## config.mk

```make
export PLATFORM = sky130hd
export DESIGN_NAME = key_input
export DESIGN_NICKNAME = d
export VERILOG_FILES = /design/src/rtl/key_input_pkg.sv /design/src/rtl/key_debounce.sv /design/src/rtl/key_input.sv
export SDC_FILE = /design/constraint.sdc
export NUM_CORES = 1
export LEC_CHECK = 0
export CAP_MARGIN = 20
export CORE_MARGIN = 8
export CORE_UTILIZATION = 49
export CTS_CLUSTER_DIAMETER = 40
export DETAILED_ROUTE_END_ITERATION = 12
export PLACE_DENSITY = 0.65
export SYNTH_ARGS = -nofsm -noshare
export SYNTH_HDL_FRONTEND = slang
export SYNTH_HIERARCHICAL = 1
export SYNTH_SLANG_ARGS = --single-unit
```

## constraint.sdc

```tcl
create_clock -name clk -period 3.2 [get_ports clk]
set_clock_uncertainty 0.1 [all_clocks]
set_input_delay 0.48 -clock clk [delete_from_list [all_inputs] [get_ports clk]]
set_output_delay 0.48 -clock clk [all_outputs]
set_load 0.01 [all_outputs]
```

## src/rtl/key_input_pkg.sv

```systemverilog
// Shared types and constants for the three-key debounce and event front end.
package key_input_pkg;

    typedef enum logic [1:0] {
        IDLE         = 2'd0,
        PRESS_WAIT   = 2'd1,
        HELD         = 2'd2,
        RELEASE_WAIT = 2'd3
    } key_state_e;

    localparam int unsigned KEY4     = 0;
    localparam int unsigned KEY5     = 1;
    localparam int unsigned KEY6     = 2;
    localparam int unsigned NUM_KEYS = 3;

    function automatic int unsigned max3(input int unsigned a, input int unsigned b,
                                         input int unsigned c);
        int unsigned m;
        m = (a > b) ? a : b;
        return (m > c) ? m : c;
    endfunction

    // Fixed priority: key4 over key5 over key6.
    function automatic logic [1:0] lowest_pending(input logic [2:0] p);
        if (p[KEY4]) return 2'(KEY4);
        if (p[KEY5]) return 2'(KEY5);
        if (p[KEY6]) return 2'(KEY6);
        return 2'd0;
    endfunction

endpackage

```

## src/rtl/key_debounce.sv

```systemverilog
// One key: two-flop synchronizer, debounce FSM and auto-repeat timer.
module key_debounce
    import key_input_pkg::*;
#(
    parameter int unsigned DEBOUNCE_CYC  = 20000,
    parameter int unsigned REPEAT_DELAY  = 500000,
    parameter int unsigned REPEAT_PERIOD = 100000
) (
    input  logic clk,
    input  logic nrst,
    input  logic raw,
    input  logic repeat_en,
    output logic level,
    output logic press,
    output logic rel
);

    localparam int unsigned CNT_W = $clog2(max3(DEBOUNCE_CYC, REPEAT_DELAY, REPEAT_PERIOD)) + 1;
    localparam logic [CNT_W-1:0] DEB_M1 = CNT_W'(DEBOUNCE_CYC - 1);
    localparam logic [CNT_W-1:0] DLY_M1 = CNT_W'(REPEAT_DELAY - 1);
    localparam logic [CNT_W-1:0] PER_M1 = CNT_W'(REPEAT_PERIOD - 1);

    logic [1:0]       sync_q;
    logic             s;
    key_state_e       state_q, state_d;
    logic [CNT_W-1:0] cnt_q, cnt_d;
    logic [CNT_W-1:0] rcnt_q, rcnt_d;
    logic             in_period_q, in_period_d;
    logic             level_d, press_d, rel_d;
    logic [CNT_W-1:0] rep_limit;

    function automatic logic [CNT_W-1:0] sat_inc(input logic [CNT_W-1:0] v);
        return (v == '1) ? v : v + CNT_W'(1);
    endfunction

    assign s = sync_q[1];
    assign rep_limit = in_period_q ? PER_M1 : DLY_M1;

    always_ff @(posedge clk or negedge nrst) begin
        if (!nrst) begin
            sync_q      <= '0;
            state_q     <= IDLE;
            cnt_q       <= '0;
            rcnt_q      <= '0;
            in_period_q <= 1'b0;
            level       <= 1'b0;
            press       <= 1'b0;
            rel         <= 1'b0;
        end else begin
            sync_q      <= {sync_q[0], raw};
            state_q     <= state_d;
            cnt_q       <= cnt_d;
            rcnt_q      <= rcnt_d;
            in_period_q <= in_period_d;
            level       <= level_d;
            press       <= press_d;
            rel         <= rel_d;
        end
    end

    // The sample that leaves IDLE/HELD counts as the first of the stable run.
    always_comb begin
        state_d     = state_q;
        cnt_d       = cnt_q;
        rcnt_d      = rcnt_q;
        in_period_d = in_period_q;
        level_d     = level;
        press_d     = 1'b0;
        rel_d       = 1'b0;
        case (state_q)
            IDLE: begin
                if (s) begin
                    state_d = PRESS_WAIT;
                    cnt_d   = CNT_W'(1);
                end
            end
            PRESS_WAIT: begin
                if (!s) begin
                    state_d = IDLE;
                    cnt_d   = '0;
                end else if (cnt_q >= DEB_M1) begin
                    state_d     = HELD;
                    cnt_d       = '0;
                    level_d     = 1'b1;
                    press_d     = 1'b1;
                    rcnt_d      = '0;
                    in_period_d = 1'b0;
                end else begin
                    cnt_d = sat_inc(cnt_q);
                end
            end
            HELD: begin
                if (!s) begin
                    state_d = RELEASE_WAIT;
                    cnt_d   = CNT_W'(1);
                end else if (!repeat_en) begin
                    rcnt_d      = '0;
                    in_period_d = 1'b0;
                end else if (rcnt_q >= rep_limit) begin
                    press_d     = 1'b1;
                    rcnt_d      = '0;
                    in_period_d = 1'b1;
                end else begin
                    rcnt_d = sat_inc(rcnt_q);
                end
            end
            RELEASE_WAIT: begin
                if (s) begin
                    // Bounce back: repeat timing starts over from the initial delay.
                    state_d     = HELD;
                    cnt_d       = '0;
                    rcnt_d      = '0;
                    in_period_d = 1'b0;
                end else if (cnt_q >= DEB_M1) begin
                    state_d = IDLE;
                    cnt_d   = '0;
                    level_d = 1'b0;
                    rel_d   = 1'b1;
                end else begin
                    cnt_d = sat_inc(cnt_q);
                end
            end
            default: state_d = IDLE;
        endcase
    end

endmodule

```

## src/rtl/key_input.sv

```systemverilog
// Three debounced keys feeding a coalescing pending vector with fixed-priority event output.
module key_input
    import key_input_pkg::*;
#(
    parameter int unsigned DEBOUNCE_CYC  = 20000,
    parameter int unsigned REPEAT_DELAY  = 500000,
    parameter int unsigned REPEAT_PERIOD = 100000
) (
    input  logic       clk,
    input  logic       nrst,
    input  logic [2:0] key_raw,
    input  logic [2:0] repeat_en,
    output logic [2:0] key_level,
    output logic [2:0] key_press,
    output logic [2:0] key_release,
    output logic       evt_valid,
    output logic [1:0] evt_key,
    input  logic       evt_ack
);

    logic [2:0] pend_q, pend_d, clr;

    for (genvar i = 0; i < NUM_KEYS; i++) begin : g_key
        key_debounce #(
            .DEBOUNCE_CYC (DEBOUNCE_CYC),
            .REPEAT_DELAY (REPEAT_DELAY),
            .REPEAT_PERIOD(REPEAT_PERIOD)
        ) u_key (
            .clk      (clk),
            .nrst     (nrst),
            .raw      (key_raw[i]),
            .repeat_en(repeat_en[i]),
            .level    (key_level[i]),
            .press    (key_press[i]),
            .rel      (key_release[i])
        );
    end

    // A press landing on the acked key in the same cycle keeps its bit set.
    always_comb begin
        clr = '0;
        if (evt_ack && evt_valid) clr[evt_key] = 1'b1;
        pend_d = (pend_q & ~clr) | key_press;
    end

    always_ff @(posedge clk or negedge nrst) begin
        if (!nrst) begin
            pend_q    <= '0;
            evt_valid <= 1'b0;
            evt_key   <= '0;
        end else begin
            pend_q    <= pend_d;
            evt_valid <= |pend_d;
            evt_key   <= lowest_pending(pend_d);
        end
    end

endmodule

```

==> results.json <==
{
  "status": "finished clean",
  "drv_slew": 0,
  "setup_tns_ps": 0,
  "placed_cell_area_sq_um": 9489,
  "hold_depth": 0,
  "nFillCells": 1655,
  "drive_above_1_share_pct": 9.950,
  "post_cts_resize_count": 0,
  "fin_crit_ps": 2637,
  "yosysSeqAreaShare_pct": 41.68,
  "grt_antenna_before_repair": 0,
  "yosysWarnings": 6,
  "gp_congestion": 0.8310,
  "worstHoldPathType": "reg2reg",
  "ios": 21,
  "power.density_nw_per_um2": 619.8,
  "netlist_top_cells_count": "dfrtp_1, o21ai_0, nand2_1, nor2_1, nand3_1",
  "cap_violations": 0,
  "multiInputGateArea_sq_um": 4890,
  "fin_cells": 1234,
  "cp.arrival_ps": 2900,
  "setup_viol": 0,
  "grt-ovfl-total": 0,
  "htreeDepth": 4,
  "grt_pass1_wl_um": 34850,
  "synth.distinct_cells": 73,
  "syn_area_per_cell_sq_um": 9.283,
  "synth-edff-count": 0,
  "tritoncts": "yes",
  "pwr-share-clk_pct": 33.7,
  "path_max_fanout": 19,
  "ant_nets": 0,
  "ys_top_cells_by_area": "dfrtp_1, ha_1, o21ai_0, nand2_1, nand3_1",
  "synth_seq_cells": 150,
  "clockRootBuffer": "clkbuf_16",
  "synthFlopType": "dfrtp_1",
  "crit_type": "reg2reg",
  "cts.clk_slew.worst_paths_ps": 60,
  "hpwlAfterDp_um": 13610,
  "yosysTopAreaCell": "dfrtp_1",
  "internal_power_w": 0.004026,
  "p_switching_w": 0.002250,
  "r2r_cells": 9,
  "die_w_um": 151.6,
  "grt_pass1_vias": 7114,
  "cts_inserted_buffers": 17,
  "vdd_ir_drop_max_v": 0.0003991,
  "required_ps": 3460,
  "relSlewSlack_pct": 56.08,
  "die_h_um": 151.6,
  "vias": 7496,
  "leakagePower_nw": 4.379,
  "seqPwrFrac_pct": 33.9,
  "initial_core_util_pct": 49.96,
  "port_buffers": 20,
  "coreArea_sq_um": 18020,
  "first_pass_iters": 5,
  "swShare_pct": 35.85,
  "combPwrFrac_pct": 32.4,
  "hold_viol": 0,
  "fin_area_sq_um": 10130,
  "syn_nets": 1021,
  "fin_nets": 1043,
  "worstHoldStart": "g_key[1].u_key/sync_q[0]",
  "end_kind": "flop",
  "row_count": 49,
  "synthArstFlopShare_pct": 100.0,
  "synthCells": 970,
  "clk_path_buf_depth": 2,
  "yosysTopAreaCellShare_pct": 41.68,
  "min_to": "g_key[1].u_key/sync_q[1]",
  "rsz0062_at_grt": "false",
  "syn_area_sq_um": 9005,
  "grt_max_degree": 69,
  "min_period_over_period_pct": 82.41,
  "viasPerCell": 6.075,
  "tightest_slew_ps": 640.5,
  "cts.sinks": 150,
  "insertion_delay_ps": 420,
  "drt_iter0_drc": 503,
  "dpl.cell_count": 1201,
  "cp-start-kind": "flop",
  "final-seq-area_sq_um": 3754,
  "drcViolationCount": 0,
  "dieArea_sq_um": 22970,
  "diodes": 0,
  "wl_um": 20290,
  "r2r_start": "g_key[1].u_key/in_period_q",
  "regToRegSetupSlack_ps": 560,
  "grt.total_usage_pct": 18.41,
  "yosysMostFrequentCell": "dfrtp_1",
  "r2r-end": "g_key[1].u_key/rcnt_q[9]",
  "areaGrowthSynthToFinish_pct": 12.45,
  "post_drt_wl_per_cell_um": 16.44,
  "max_freq_mhz": 379.2
}
## worst max-delay path, stage by stage (launching register included)
cell	delay [ps]
dfrtp_1	440
inv_1	110
ha_1	190
or4_1	460
a221o_1	290
o21ai_2	220
nand2_2	250
nor2_1	150
buf_4	210
a22o_1	150
## layer usage
metal,GRT usage (%),wire length (um),up-vias
li1,-,-,3716
met1,26.02,10190,3664
met2,28.71,9289,106
met3,3.534,648,10
met4,4.165,161,0
met5,0,0,-
## cell families after synthesis
logic type / synth area share [%]
DFF: 41.68
buffers and inverters: 4.071
muxes: 2.154
and+or+nand+nor: 23.75
AOI/OAI and AO/OA: 22.51
adders and majority gates: 5.836
## power groups by stage
stage	Combinational, W	Clock, W	Sequential, W
after floorplan	0.00148	0	0.00213
after global placement	0.00200	0	0.00215
after detailed placement	0.00202	0	0.00216
after CTS	0.00204	0.00217	0.00213
after global routing	0.00229	0.00224	0.00214
final	0.00203	0.00212	0.00213
## final cells by class
type | instances | area share (%)
Multi-Input combinational cell | 731 | 48.29
Timing Repair Buffer | 42 | 3.769
Sequential cell | 150 | 37.07
Tap cell | 229 | 2.830
Clock buffer | 22 | 4.782
Inverter | 50 | 1.853
Clock inverter | 10 | 1.409
## repair_timing
| item | CTS | global route |
|---|---|---|
| hold buffers | 1 | 0 |
| endpoints found under the setup margin | 0 | 0 |
| hold endpoints to repair | 11 | 0 |
| setup buffers | 0 | 0 |
## state kept, by name, indices dropped and copies added, names as in the netlist, named ones only
signal / cells
g_key.u_key/rel: 3
g_key.u_key/level: 3
g_key.u_key/press: 3
pend_q: 3
g_key.u_key/in_period_q: 3
g_key.u_key/sync_q: 6
g_key.u_key/cnt_q: 60
evt_key: 2
g_key.u_key/state_q: 3
g_key.u_key/rcnt_q: 60
evt_valid: 1
## metrics by stage
stage / hold WS [ps] / setup slack, ps / power (W) / util, %
final: 256.6 / 562.9 / 0.006277 / 56.18
after CTS: 264.1 / 547.8 / 0.006342 / 56.18
after global routing: 270.9 / 339.8 / 0.006674 / 56.18
after global placement: 234.1 / 612.3 / 0.004159 / 52.64
after detailed placement: 235.5 / 573.6 / 0.004177 / 52.64
after floorplan: 84.41 / 803.2 / 0.003614 / -
## layout by cell type (no fill, tap or decap), drive strengths merged, types with 5 or more instances in the layout
cell type / synthesis / layout
o21ai: 77 / 77
a32oi: 5 / 5
nor2b: 15 / 15
a31oi: 30 / 30
or3: 6 / 6
clkbuf: 28 / 22
and2: 21 / 21
nand2b: 14 / 14
and4: 13 / 13
ha: 42 / 42
mux2i: 16 / 16
o31ai: 11 / 11
inv: 50 / 52
and3: 34 / 34
buf: 11 / 22
nor2: 62 / 62
o21a: 5 / 5
dfrtp: 150 / 150
nand3: 53 / 53
clkdlybuf4s50: 0 / 19
or4: 13 / 13
a41oi: 10 / 10
a211oi: 7 / 7
a22o: 25 / 25
o22ai: 12 / 12
o211ai: 11 / 11
a21oi: 48 / 48
nor4: 10 / 10
nor3: 27 / 27
nand4: 32 / 32
a21o: 5 / 5
nand2: 74 / 74
nand4b: 5 / 5
## worst max-delay path by stage
| stage | end | slack [ps] | startpoint |
|---|---|---|---|
| floorplan | g_key[0].u_key/rcnt_q[17] | 800 | g_key[0].u_key/in_period_q |
| global placement | g_key[1].u_key/rcnt_q[8] | 610 | g_key[1].u_key/in_period_q |
| detailed placement | g_key[0].u_key/rcnt_q[7] | 570 | g_key[0].u_key/in_period_q |
| CTS | g_key[1].u_key/rcnt_q[11] | 550 | g_key[1].u_key/in_period_q |
| global route | g_key[1].u_key/rcnt_q[2] | 340 | g_key[1].u_key/in_period_q |
| finish | g_key[1].u_key/rcnt_q[9] | 560 | g_key[1].u_key/in_period_q |
Note: power is estimated with default switching activity, not from simulation.
